[src/rtl/npu_pkg.sv]
`default_nettype none
// =====================================================================
// Module   : npu_pkg
// Brief    : Loader state encoding and layer-geometry helpers shared
//            with the NPU core top.
// Revision : 1.0 - initial release
// =====================================================================
package npu_pkg;

  localparam int c_MAX_LAYERS = 16;
  localparam int c_SIZES_W    = 8 * c_MAX_LAYERS;

  typedef logic [2:0] loader_state_e;

  localparam loader_state_e c_ST_IDLE   = 3'd0;
  localparam loader_state_e c_ST_LOAD_W = 3'd1;
  localparam loader_state_e c_ST_LOAD_B = 3'd2;
  localparam loader_state_e c_ST_CHECK  = 3'd3;
  localparam loader_state_e c_ST_DONE   = 3'd4;
  localparam loader_state_e c_ST_ERROR  = 3'd5;

  // Layer 0 lives in the most significant byte of the packed size vector.
  function automatic int get_layer_size(input logic [c_SIZES_W-1:0] sizes,
                                        input int num_layers, input int idx);
    logic [7:0] sz;
    sz = sizes[(num_layers-1-idx)*8 +: 8];
    return {24'd0, sz};
  endfunction

  function automatic int calc_w_words(input logic [c_SIZES_W-1:0] sizes,
                                      input int num_layers);
    int total;
    total = 0;
    for (int j = 1; j < num_layers; j++)
      total += get_layer_size(sizes, num_layers, j) * get_layer_size(sizes, num_layers, j-1);
    return total;
  endfunction

  function automatic int calc_b_words(input logic [c_SIZES_W-1:0] sizes,
                                      input int num_layers);
    int total;
    total = 0;
    for (int j = 1; j < num_layers; j++)
      total += get_layer_size(sizes, num_layers, j);
    return total;
  endfunction

  function automatic int calc_weights_bits(input logic [c_SIZES_W-1:0] sizes,
                                           input int num_layers, input int dw);
    return calc_w_words(sizes, num_layers) * dw;
  endfunction

  function automatic int calc_biases_bits(input logic [c_SIZES_W-1:0] sizes,
                                          input int num_layers, input int dw);
    return calc_b_words(sizes, num_layers) * dw;
  endfunction

endpackage
`default_nettype wire

[src/rtl/npu_stream_checksum.sv]
`default_nettype none
// =====================================================================
// Module   : npu_stream_checksum
// Brief    : Modulo-2^DW running sum of stream beats, compared against a
//            captured reference word.
// Revision : 1.0 - initial release
// =====================================================================
module npu_stream_checksum #(
  parameter int DATA_WIDTH = 8
) (
  input  logic                  clk,
  input  logic                  rst_n,
  input  logic                  clear,
  input  logic                  acc_en,
  input  logic                  ref_en,
  input  logic [DATA_WIDTH-1:0] data,
  output logic                  match
);

  logic [DATA_WIDTH-1:0] r_sum;
  logic [DATA_WIDTH-1:0] r_ref;

  always_ff @(posedge clk or negedge rst_n) begin
    if (!rst_n) begin
      r_sum <= '0;
      r_ref <= '0;
    end else if (clear) begin
      r_sum <= '0;
      r_ref <= '0;
    end else begin
      if (acc_en) r_sum <= r_sum + data;
      if (ref_en) r_ref <= data;
    end
  end

  assign match = (r_sum == r_ref);

endmodule
`default_nettype wire

[src/rtl/npu_param_loader.sv]
`default_nettype none
// =====================================================================
// Module   : npu_param_loader
// Brief    : Packs a valid/ready word stream into flat weight/bias
//            registers for the NPU core. Option: PARAM_CHECKSUM_EN.
// Revision : 1.0 - initial release
// =====================================================================
module npu_param_loader
  import npu_pkg::*;
#(
  parameter int                      NUM_LAYERS  = 3,
  parameter logic [8*NUM_LAYERS-1:0] LAYER_SIZES = 24'h04_08_04,
  parameter int                      DATA_WIDTH  = 8,
  localparam int c_W_WORDS = calc_w_words(c_SIZES_W'(LAYER_SIZES), NUM_LAYERS),
  localparam int c_B_WORDS = calc_b_words(c_SIZES_W'(LAYER_SIZES), NUM_LAYERS),
  localparam int c_W_BITS  = calc_weights_bits(c_SIZES_W'(LAYER_SIZES), NUM_LAYERS, DATA_WIDTH),
  localparam int c_B_BITS  = calc_biases_bits(c_SIZES_W'(LAYER_SIZES), NUM_LAYERS, DATA_WIDTH)
) (
  input  logic                  clk,
  input  logic                  rst_n,
  input  logic                  start,
  input  logic                  s_valid,
  output logic                  s_ready,
  input  logic [DATA_WIDTH-1:0] s_data,
  input  logic                  s_last,
  output logic [c_W_BITS-1:0]   weights_flat,
  output logic [c_B_BITS-1:0]   biases_flat,
  output logic                  params_valid,
  output logic                  busy,
  output logic                  err
);

  localparam int c_T_WORDS = c_W_WORDS + c_B_WORDS;
  localparam int c_CNT_W   = $clog2(c_T_WORDS + 1);
`ifdef PARAM_CHECKSUM_EN
  localparam int c_LAST_IDX = c_T_WORDS;
`else
  localparam int c_LAST_IDX = c_T_WORDS - 1;
`endif
  localparam logic [c_CNT_W-1:0] c_CNT_LAST  = c_CNT_W'(c_LAST_IDX);
  localparam logic [c_CNT_W-1:0] c_CNT_W_END = c_CNT_W'(c_W_WORDS - 1);
  localparam logic [c_CNT_W-1:0] c_CNT_ONE   = c_CNT_W'(1);

  loader_state_e        r_state;
  loader_state_e        w_state_next;
  logic [c_CNT_W-1:0]   r_word_cnt;
  logic [c_W_BITS-1:0]  r_weights;
  logic [c_B_BITS-1:0]  r_biases;
  logic                 w_idle_like;
  logic                 w_load_start;
  logic                 w_accept;
  logic                 w_final_beat;
  logic                 w_framing_err;
  logic                 w_wr_weight;
  logic                 w_wr_bias;

  assign w_idle_like   = (r_state == c_ST_IDLE) || (r_state == c_ST_DONE) ||
                         (r_state == c_ST_ERROR);
  assign w_load_start  = start && w_idle_like;
  assign w_accept      = s_valid && s_ready;
  assign w_final_beat  = (r_word_cnt == c_CNT_LAST);
  // s_last must appear on exactly the final expected beat.
  assign w_framing_err = (s_last != w_final_beat);
  assign w_wr_weight   = w_accept && (r_state == c_ST_LOAD_W);
  assign w_wr_bias     = w_accept && (r_state == c_ST_LOAD_B);

`ifdef PARAM_CHECKSUM_EN
  logic w_sum_match;
  logic w_sum_acc;
  logic w_sum_ref;

  assign w_sum_acc = w_accept && (r_word_cnt < c_CNT_W'(c_T_WORDS));
  assign w_sum_ref = w_accept && w_final_beat;

  npu_stream_checksum #(
    .DATA_WIDTH (DATA_WIDTH)
  ) u_checksum (
    .clk    (clk),
    .rst_n  (rst_n),
    .clear  (w_load_start),
    .acc_en (w_sum_acc),
    .ref_en (w_sum_ref),
    .data   (s_data),
    .match  (w_sum_match)
  );
`endif

  always_ff @(posedge clk or negedge rst_n) begin
    if (!rst_n) r_state <= c_ST_IDLE;
    else        r_state <= w_state_next;
  end

  always_comb begin
    w_state_next = r_state;
    case (r_state)
      c_ST_IDLE, c_ST_DONE, c_ST_ERROR: begin
        if (start) w_state_next = c_ST_LOAD_W;
      end
      c_ST_LOAD_W, c_ST_LOAD_B: begin
        if (w_accept) begin
          if (w_framing_err)
            w_state_next = c_ST_ERROR;
          else if (w_final_beat)
`ifdef PARAM_CHECKSUM_EN
            w_state_next = c_ST_CHECK;
`else
            w_state_next = c_ST_DONE;
`endif
          else if ((r_state == c_ST_LOAD_W) && (r_word_cnt == c_CNT_W_END))
            w_state_next = c_ST_LOAD_B;
        end
      end
`ifdef PARAM_CHECKSUM_EN
      c_ST_CHECK: w_state_next = w_sum_match ? c_ST_DONE : c_ST_ERROR;
`endif
      default: w_state_next = c_ST_IDLE;
    endcase
  end

  always_comb begin
    s_ready      = 1'b0;
    busy         = 1'b0;
    params_valid = 1'b0;
    err          = 1'b0;
    case (r_state)
      c_ST_LOAD_W, c_ST_LOAD_B: begin
        s_ready = 1'b1;
        busy    = 1'b1;
      end
      c_ST_CHECK: busy         = 1'b1;
      c_ST_DONE:  params_valid = 1'b1;
      c_ST_ERROR: err          = 1'b1;
      default: ;
    endcase
  end

  // One counter spans the whole stream; biases start at index c_W_WORDS.
  always_ff @(posedge clk or negedge rst_n) begin
    if (!rst_n)            r_word_cnt <= '0;
    else if (w_load_start) r_word_cnt <= '0;
    else if (w_accept)     r_word_cnt <= r_word_cnt + c_CNT_ONE;
  end

  always_ff @(posedge clk or negedge rst_n) begin
    if (!rst_n) begin
      r_weights <= '0;
    end else if (w_wr_weight) begin
      for (int k = 0; k < c_W_WORDS; k++)
        if (r_word_cnt == c_CNT_W'(k))
          r_weights[k*DATA_WIDTH +: DATA_WIDTH] <= s_data;
    end
  end

  always_ff @(posedge clk or negedge rst_n) begin
    if (!rst_n) begin
      r_biases <= '0;
    end else if (w_wr_bias) begin
      for (int k = 0; k < c_B_WORDS; k++)
        if (r_word_cnt == c_CNT_W'(c_W_WORDS + k))
          r_biases[k*DATA_WIDTH +: DATA_WIDTH] <= s_data;
    end
  end

  assign weights_flat = r_weights;
  assign biases_flat  = r_biases;

endmodule
`default_nettype wire

[config.mk]
export PLATFORM = sky130hd
export DESIGN_NAME = npu_param_loader
export DESIGN_NICKNAME = d
export VERILOG_FILES = /design/src/rtl/npu_pkg.sv /design/src/rtl/npu_stream_checksum.sv /design/src/rtl/npu_param_loader.sv
export SDC_FILE = /design/constraint.sdc
export NUM_CORES = 1
export LEC_CHECK = 0
export ABC_AREA = 0
export BUFFER_PORTS_ARGS = -buffer_cell sky130_fd_sc_hd__buf_4
export CAP_MARGIN = 20
export CORE_AREA = 8 8 235 237
export CTS_BUF_LIST = sky130_fd_sc_hd__clkbuf_16
export DETAILED_ROUTE_END_ITERATION = 10
export DIE_AREA = 0 0 243 245
export GPL_TIMING_DRIVEN = 0
export PLACE_DENSITY = 0.72
export SYNTH_ARGS = -nofsm -noshare
export SYNTH_HDL_FRONTEND = slang
export SYNTH_SLANG_ARGS = --single-unit
[constraint.sdc]
create_clock -name clk -period 3.03 [get_ports clk]
set_input_delay 0.303 -clock clk [delete_from_list [all_inputs] [get_ports clk]]
set_output_delay 0.303 -clock clk [all_outputs]
set_load 0.02 [all_outputs]
==> reports/metrics.yaml, run 1 <==
timing:
  hold_slack_ps: 63.8
  max_slew_margin_pct: 38.7
  period_share_pct: 88.8
  tightest_slew_ps: 919
  finClkSkew_ps: 26.2
  rsz0062_at_grt: "no"
  fmax_ghz: 0.372
  setup_ws_ps: 341
  maxSlewViolCount: 0
  setup_violations: 0
  hold_violations: 0
  setup-tns-final_ps: 0
  min_period_ps: 2690
placed_design:
  hpwl_um: 57000
  postPlaceCellArea_um2: 29600
  dp.cells: 2806
  pre_cts_slack_ps: 457
  gp_congestion: 0.822
  port_buffers: 616
floorplanning:
  die_h_um: 245
  die-area_um2: 59500
  die_w_um: 243
  start_util_pct: 46.3
  coreArea_um2: 51700
  ios: 625
  rows: 84
yosys:
  synth.area.top_cells: "dfrtp_1 (65%), mux2_2 (27%), mux2_1 (1.5%)"
  syn_nets: 1516
  syn_avg_cell_area_um2: 16.0
  syn_area_um2: 23900
  synth_ff_type: "dfrtp_1"
  ys_top_cells_by_count: "dfrtp_1 (618), mux2_2 (576), clkbuf_1 (67)"
  ys_ff_latch: 618
  yosys_warnings: 0
  synth_edf_count: 0
  netlist.area_leader.share_pct: 64.6
  yosysSeqAreaShare_pct: 64.6
  synthArstFlopShare_pct: 100
  yosysTopAreaCell: "dfrtp_1"
  syn_inst: 1496
  yosysUniqueCellTypes: 43
  yosys.cell_count.top_type: "dfrtp_1"
worst_setup_path:
  crit_path_max_fanout: 10
  worst_r2r_startpoint: "r_word_cnt[0]"
  reg2reg_depth: 6
  crit_type: "flip-flop to flip-flop"
  cp-start-kind: "flip-flop"
  r2r_slack_ps: 340
  arrival_ps: 3190
  startpoint: "r_word_cnt[0]"
  r2r-end: "weights_flat[283]"
  crit_path_end: "weights_flat[283]"
  crit_required_ps: 3530
  worstSetupEndpointType: "flip-flop"
final_layout:
  final_nets: 2203
  fin_util_pct: 60.8
  drive_gt1_share_pct: 60.3
  final_design_area_no_fill_um2: 31400
  layout.cells.non_filler: 2919
  area_growth_pct: 31.4
pwr:
  p_leak_nw: 17.1
  ir_drop_uv: 565
  totalPowerFinal_mw: 20.5
  power_density_nw_per_um2: 651
clock_tree:
  post_cts_buffers: 0
  cts_sinks: 618
  cts_resized: 0
  cts_buffers: 61
  ctsHoldBuffers: 2
  clockRootBuffer: "clkbuf_16"
  clk_pin_slew_ps: 70
  htree_levels: 2
  clock_latency_ps: 630
  cts_tree: "built"
  clockBufferDepth: 3
grt:
  grt-ovfl-total: 0
  grtUsageTotal_pct: 25.0
  grt_pass1_wl_um: 112000
  grt_pass1_vias: 16500
  grt_max_degree: 123
  antenna_found_initial: 2
drt:
  wl_per_cell_um: 26.1
  via_per_inst: 5.30
  vias: 15500
  drt_iter0_drc: 646
  routed_wl_um: 76200
  dr.pass1.iters: 5
  postRouteAntennaNets: 0
  remaining_drc_errors: 0
job:
  maxCapViolCount: 0
status:
  status: "finished, final reports clean"
min_path:
  hp-class: "input pin to flip-flop"
[power by group]
part / internal [mW] / switching [mW]
combinational: 1.65 / 2.36
sequential: 8.99 / 0.435
clock: 3.89 / 3.13
[worst min path at each step]
stage                                from  cells past startpoint                end  slack, ps
final                               start                      3         r_state[2]         60
after global routing                start                      3         r_state[2]         80
after CTS                           start                      4         r_state[0]         20
after detailed placement            rst_n                      1  weights_flat[128]        300
after global placement    biases_flat[60]                      1    biases_flat[60]        480
after floorplan                     rst_n                      0     biases_flat[0]          7
[worst max-delay path, stage by stage, from the launching register on]
cell	delay [ps]
dfrtp_1	460
ha_1	170
buf_2	250
nor3b_1	590
and2_1	300
nand2_1	370
mux2_2	410
[layout by cell type, fill, tap and decap left out, types with 6 or more instances in the layout]
master,n
ha_1,7
nor2_1,22
buf_16,6
nand2_2,31
mux2_2,576
dfrtp_1,618
mux2_1,32
buf_4,620
nor3_1,7
nand3_1,8
clkbuf_16,63
nand2_1,33
nand2b_1,7
nand3_4,9
clkinv_1,21
buf_2,11
clkbuf_1,67
inv_1,23
[layout make-up]
| type | instances | area (µm²) |
|---|---|---|
| Sequential cell | 618 | 15500 |
| Clock buffer | 63 | 1580 |
| Fill cell | 4069 | 20300 |
| Tap cell | 688 | 861 |
| Buffer | 87 | 389 |
| Multi-Input combinational cell | 785 | 8050 |
| Timing Repair Buffer | 624 | 4820 |
| Antenna cell | 1 | 2.50 |
| Inverter | 6 | 22.5 |
| Clock inverter | 47 | 251 |
[registers in the layout, summed over array words and instances, names as in the netlist]
| register | count |
|---|---|
| biases_flat | 96 |
| r_state | 3 |
| r_word_cnt | 7 |
| weights_flat | 512 |
[logic make-up (layout without fill, tap and decap cells)]
logic type / Yosys count / count (layout) / synth area share [%]
compound gates: 10 / 10 / 0.277
xor+xnor: 4 / 4 / 0.146
fa+ha+maj: 7 / 7 / 0.366
buf+inv: 93 / 827 / 1.72
flops: 618 / 618 / 64.6
mux: 611 / 611 / 28.7
other cells: 0 / 1 / 0
simple gates: 153 / 153 / 4.13
[per-layer routing]
metal / global-route usage, % / up-vias / routed length, µm
li1: - / 6658 / -
met1: 29.8 / 8146 / 29600
met2: 42.4 / 505 / 38400
met3: 6.65 / 166 / 4740
met4: 11.0 / 0 / 3560
met5: 0 / - / 0
No activity file was read; power rests on OpenSTA's default activity.
==> run 2, diff against run 1 <==
--- a/config.mk
+++ b/config.mk
@@ -5,7 +5,7 @@
 export SDC_FILE = /design/constraint.sdc
 export NUM_CORES = 1
 export LEC_CHECK = 0
-export ABC_AREA = 0
+export ABC_AREA = 1
 export BUFFER_PORTS_ARGS = -buffer_cell sky130_fd_sc_hd__buf_4
 export CAP_MARGIN = 20
 export CORE_AREA = 8 8 235 237
@@ -13,7 +13,9 @@
 export DETAILED_ROUTE_END_ITERATION = 10
 export DIE_AREA = 0 0 243 245
 export GPL_TIMING_DRIVEN = 0
-export PLACE_DENSITY = 0.72
+export PLACE_DENSITY = 0.69
+export SKIP_CTS_REPAIR_TIMING = 1
+export SLEW_MARGIN = 10
 export SYNTH_ARGS = -nofsm -noshare
 export SYNTH_HDL_FRONTEND = slang
 export SYNTH_SLANG_ARGS = --single-unit
==> run 2 against run 1 <==
Net effect: sequential share of layout area increased by 2.3 points; count of clock-buffer cells in the layout fell by 2; highest routed layer unchanged; synthesized cell count up 47%; fmax shrank 5.3%; largest cell class unchanged.
==> reports/metrics.yaml, run 2 <==
final_layout:
  layout_commonest_cell: "nand2_1"
  drive_gt1_share_pct: 26.5  # -34 points
  layout_common_cells: "nand2_1 (682), buf_4 (626), dfrtp_1 (618), o21ai_0 (589), clkbuf_1 (125)"
  largest_register_ffs: 512  # unchanged
  layout.cells.non_filler: 3622  # +24%
  area_growth_pct: 33.3
  final_nets: 2908  # +32%
  fin_util_pct: 58.1  # -2.7 points
timing:
  hold_violations: 0  # unchanged
  setup_ws_ps: 191  # -149 ps
  rsz0062_at_grt: "no"
  setup_violations: 0  # unchanged
  max_slew_margin_pct: 33.3  # -5.4 points
  maxSlewViolCount: 0  # unchanged
  tightest_slew_ps: 1000  # +81.3 ps
  period_share_pct: 93.7  # +4.9 points
  fmax_ghz: 0.352  # -5.3%
  min_period_ps: 2840  # +149 ps
  finClkSkew_ps: 16.1  # -10.2 ps
  hold_slack_ps: 88.1  # +24.3 ps
yosys:
  synth.area.top_cells: "dfrtp_1 (69%), o21ai_0 (13%), nand2_1 (11%)"
  synth_ff_type: "dfrtp_1"
  yosysTopAreaCell: "dfrtp_1"
  synth_edf_count: 0  # unchanged
  netlist.area_leader.share_pct: 68.7  # +4.0 points
  yosysSeqAreaShare_pct: 68.7  # +4.0 points
  syn_area_um2: 22500  # -5.9%
  synthArstFlopShare_pct: 100  # unchanged
  yosys_warnings: 0  # unchanged
  yosys.cell_count.top_type: "nand2_1"
  ys_ff_latch: 618  # unchanged
  ys_top_cells_by_count: "nand2_1 (682), dfrtp_1 (618), o21ai_0 (589)"
  syn_inst: 2195  # +47%
  syn_nets: 2215  # +46%
  yosysUniqueCellTypes: 24  # -44%
  syn_avg_cell_area_um2: 10.3  # -36%
min_path:
  min_to: "r_word_cnt[3]"
  hold_depth: 4  # +1
  hp-class: "input pin to flip-flop"
  hold_start: "s_valid"
drt:
  wl_per_cell_um: 23.3  # -11%
  remaining_drc_errors: 0  # unchanged
  dr_wl_met2_um: 41200  # +7.2%
  vias: 19200  # +24%
  wl_met3_um: 7410  # +56%
  via_per_inst: 5.31  # +0.23%
  postRouteAntennaNets: 0  # unchanged
  wl_met1_um: 32500  # +9.9%
  drt_iter0_drc: 1607  # +150%
  routed_wl_um: 84500  # +11%
  dr.pass1.iters: 5  # unchanged
  highest_layer: "met4"
worst_setup_path:
  crit_chain: "inv_1 > ha_1 > clkbuf_1 > nand2_1 > nor2_2 > nand2_1 > clkbuf_1 > nand2_1 > o21ai_0"
  worst_r2r_startpoint: "r_word_cnt[0]"
  r2r-end: "weights_flat[54]"
  cpMaxStageDelayCell: "nor2_2"
  worstSetupEndpointType: "flip-flop"
  r2r_slack_ps: 190  # -150 ps
  crit_type: "flip-flop to flip-flop"
  arrival_ps: 3300  # +110 ps
  critPathMaxStageDelay_ps: 520  # -70 ps
  reg2reg_depth: 9  # +3
  cp-start-kind: "flip-flop"
  crit_required_ps: 3490  # -40 ps
  crit_path_frequent_cell: "nand2_1"
  crit_path_max_fanout: 10  # unchanged
placed_design:
  hpwl_um: 62000  # +8.9%
  port_buffers: 624  # +1.3%
  pre_cts_slack_ps: -132  # -589 ps
  gp_congestion: 0.865  # +5.2%
  dp.cells: 3512  # +25%
grt:
  grt_max_degree: 122  # -0.81%
  grt_pass1_vias: 19100  # +16%
  grtUsageTotal_pct: 27.5  # +2.5 points
  antenna_found_initial: 0  # -2
  grt_pass1_wl_um: 125000  # +11%
  grt-ovfl-total: 0  # unchanged
job:
  maxCapViolCount: 0  # unchanged
floorplanning:
  coreArea_um2: 51700  # unchanged
  ios: 625  # unchanged
  rows: 84  # unchanged
  start_util_pct: 43.6  # -2.7 points
  die_w_um: 243  # unchanged
  die_h_um: 245  # unchanged
  die-area_um2: 59500  # unchanged
clock_tree:
  htree_levels: 2  # unchanged
  cts_tree: "built"
  clockRootBuffer: "clkbuf_16"
  clock_latency_ps: 620  # about the same
  clockBufferDepth: 3  # unchanged
  cts_sinks: 618  # unchanged
  cts_buffers: 61  # unchanged
  clk_pin_slew_ps: 60  # about the same
pwr:
  totalPowerFinal_mw: 18.5  # -9.4%
  power_density_nw_per_um2: 617  # -5.1%
  ir_drop_uv: 502  # -11%
  p_leak_nw: 15.0  # -12%
status:
  status: "finished, final reports clean"
## run 2: cell type report
type | count | area, µm²
inverter | 27 | 101
tap | 688 | 861
antenna | 1 | 2.50
buffer | 149 | 603
timing repair buffer | 630 | 4840
clock inverter | 47 | 275
fill | 4448 | 21700
multi-input combinational | 1401 | 6360
clock buffer | 61 | 1530
sequential | 618 | 15500
## run 2: per-layer routing
layer,GRT usage (%),vias up
li1,-,8605
met1,34.1,9636
met2,45.5,828
met3,7.79,178
met4,10.5,0
met5,0,-
## run 2: worst max path at each step
stage,start,to,slack (ps),cells past startpoint
final,r_word_cnt[0],weights_flat[54],190,9
after global routing,r_word_cnt[0],weights_flat[309],3,9
after CTS,r_word_cnt[0],weights_flat[198],-180,8
after detailed placement,r_word_cnt[0],weights_flat[198],-130,8
after global placement,rst_n,weights_flat[104],-4680,1
after floorplan,r_word_cnt[0],weights_flat[182],1230,9
## run 2: metrics by stage
step	instance area (µm²)	TNS, ps
after floorplan	22500	0
after global placement	28100	-2848130
after detailed placement	28200	-887
after CTS	30000	-1190
after global routing	30000	0
final	30000	0
## run 2: cell families after synthesis
| group | count (synthesis) | synth area share (%) |
|---|---|---|
| and+or+nand+nor | 777 | 14.1 |
| DFF | 618 | 68.7 |
| AOI/OAI and AO/OA | 614 | 13.6 |
| buffers and inverters | 176 | 3.13 |
| adders and majority gates | 7 | 0.389 |
| xor gates and xnor gates | 3 | 0.117 |
## run 2: power breakdown
group | switching, mW | leakage (nW) | total (mW) | internal (mW)
Combinational | 1.70 | 5.47 | 2.54 | 0.839
Clock | 3.12 | 0.959 | 6.98 | 3.86
Sequential | 0.342 | 8.59 | 9.03 | 8.69
Total | 5.16 | 15.0 | 18.5 | 13.4
## run 2: critical path, delay by kind of cell, from the launching register on
family,cells,cell delay [ps]
AND/OR/NAND/NOR,4,1100
adder cells (fa/ha/maj),1,160
flip-flops,1,470
buffers and inverters,3,880
AO/OA/AOI/OAI,1,80
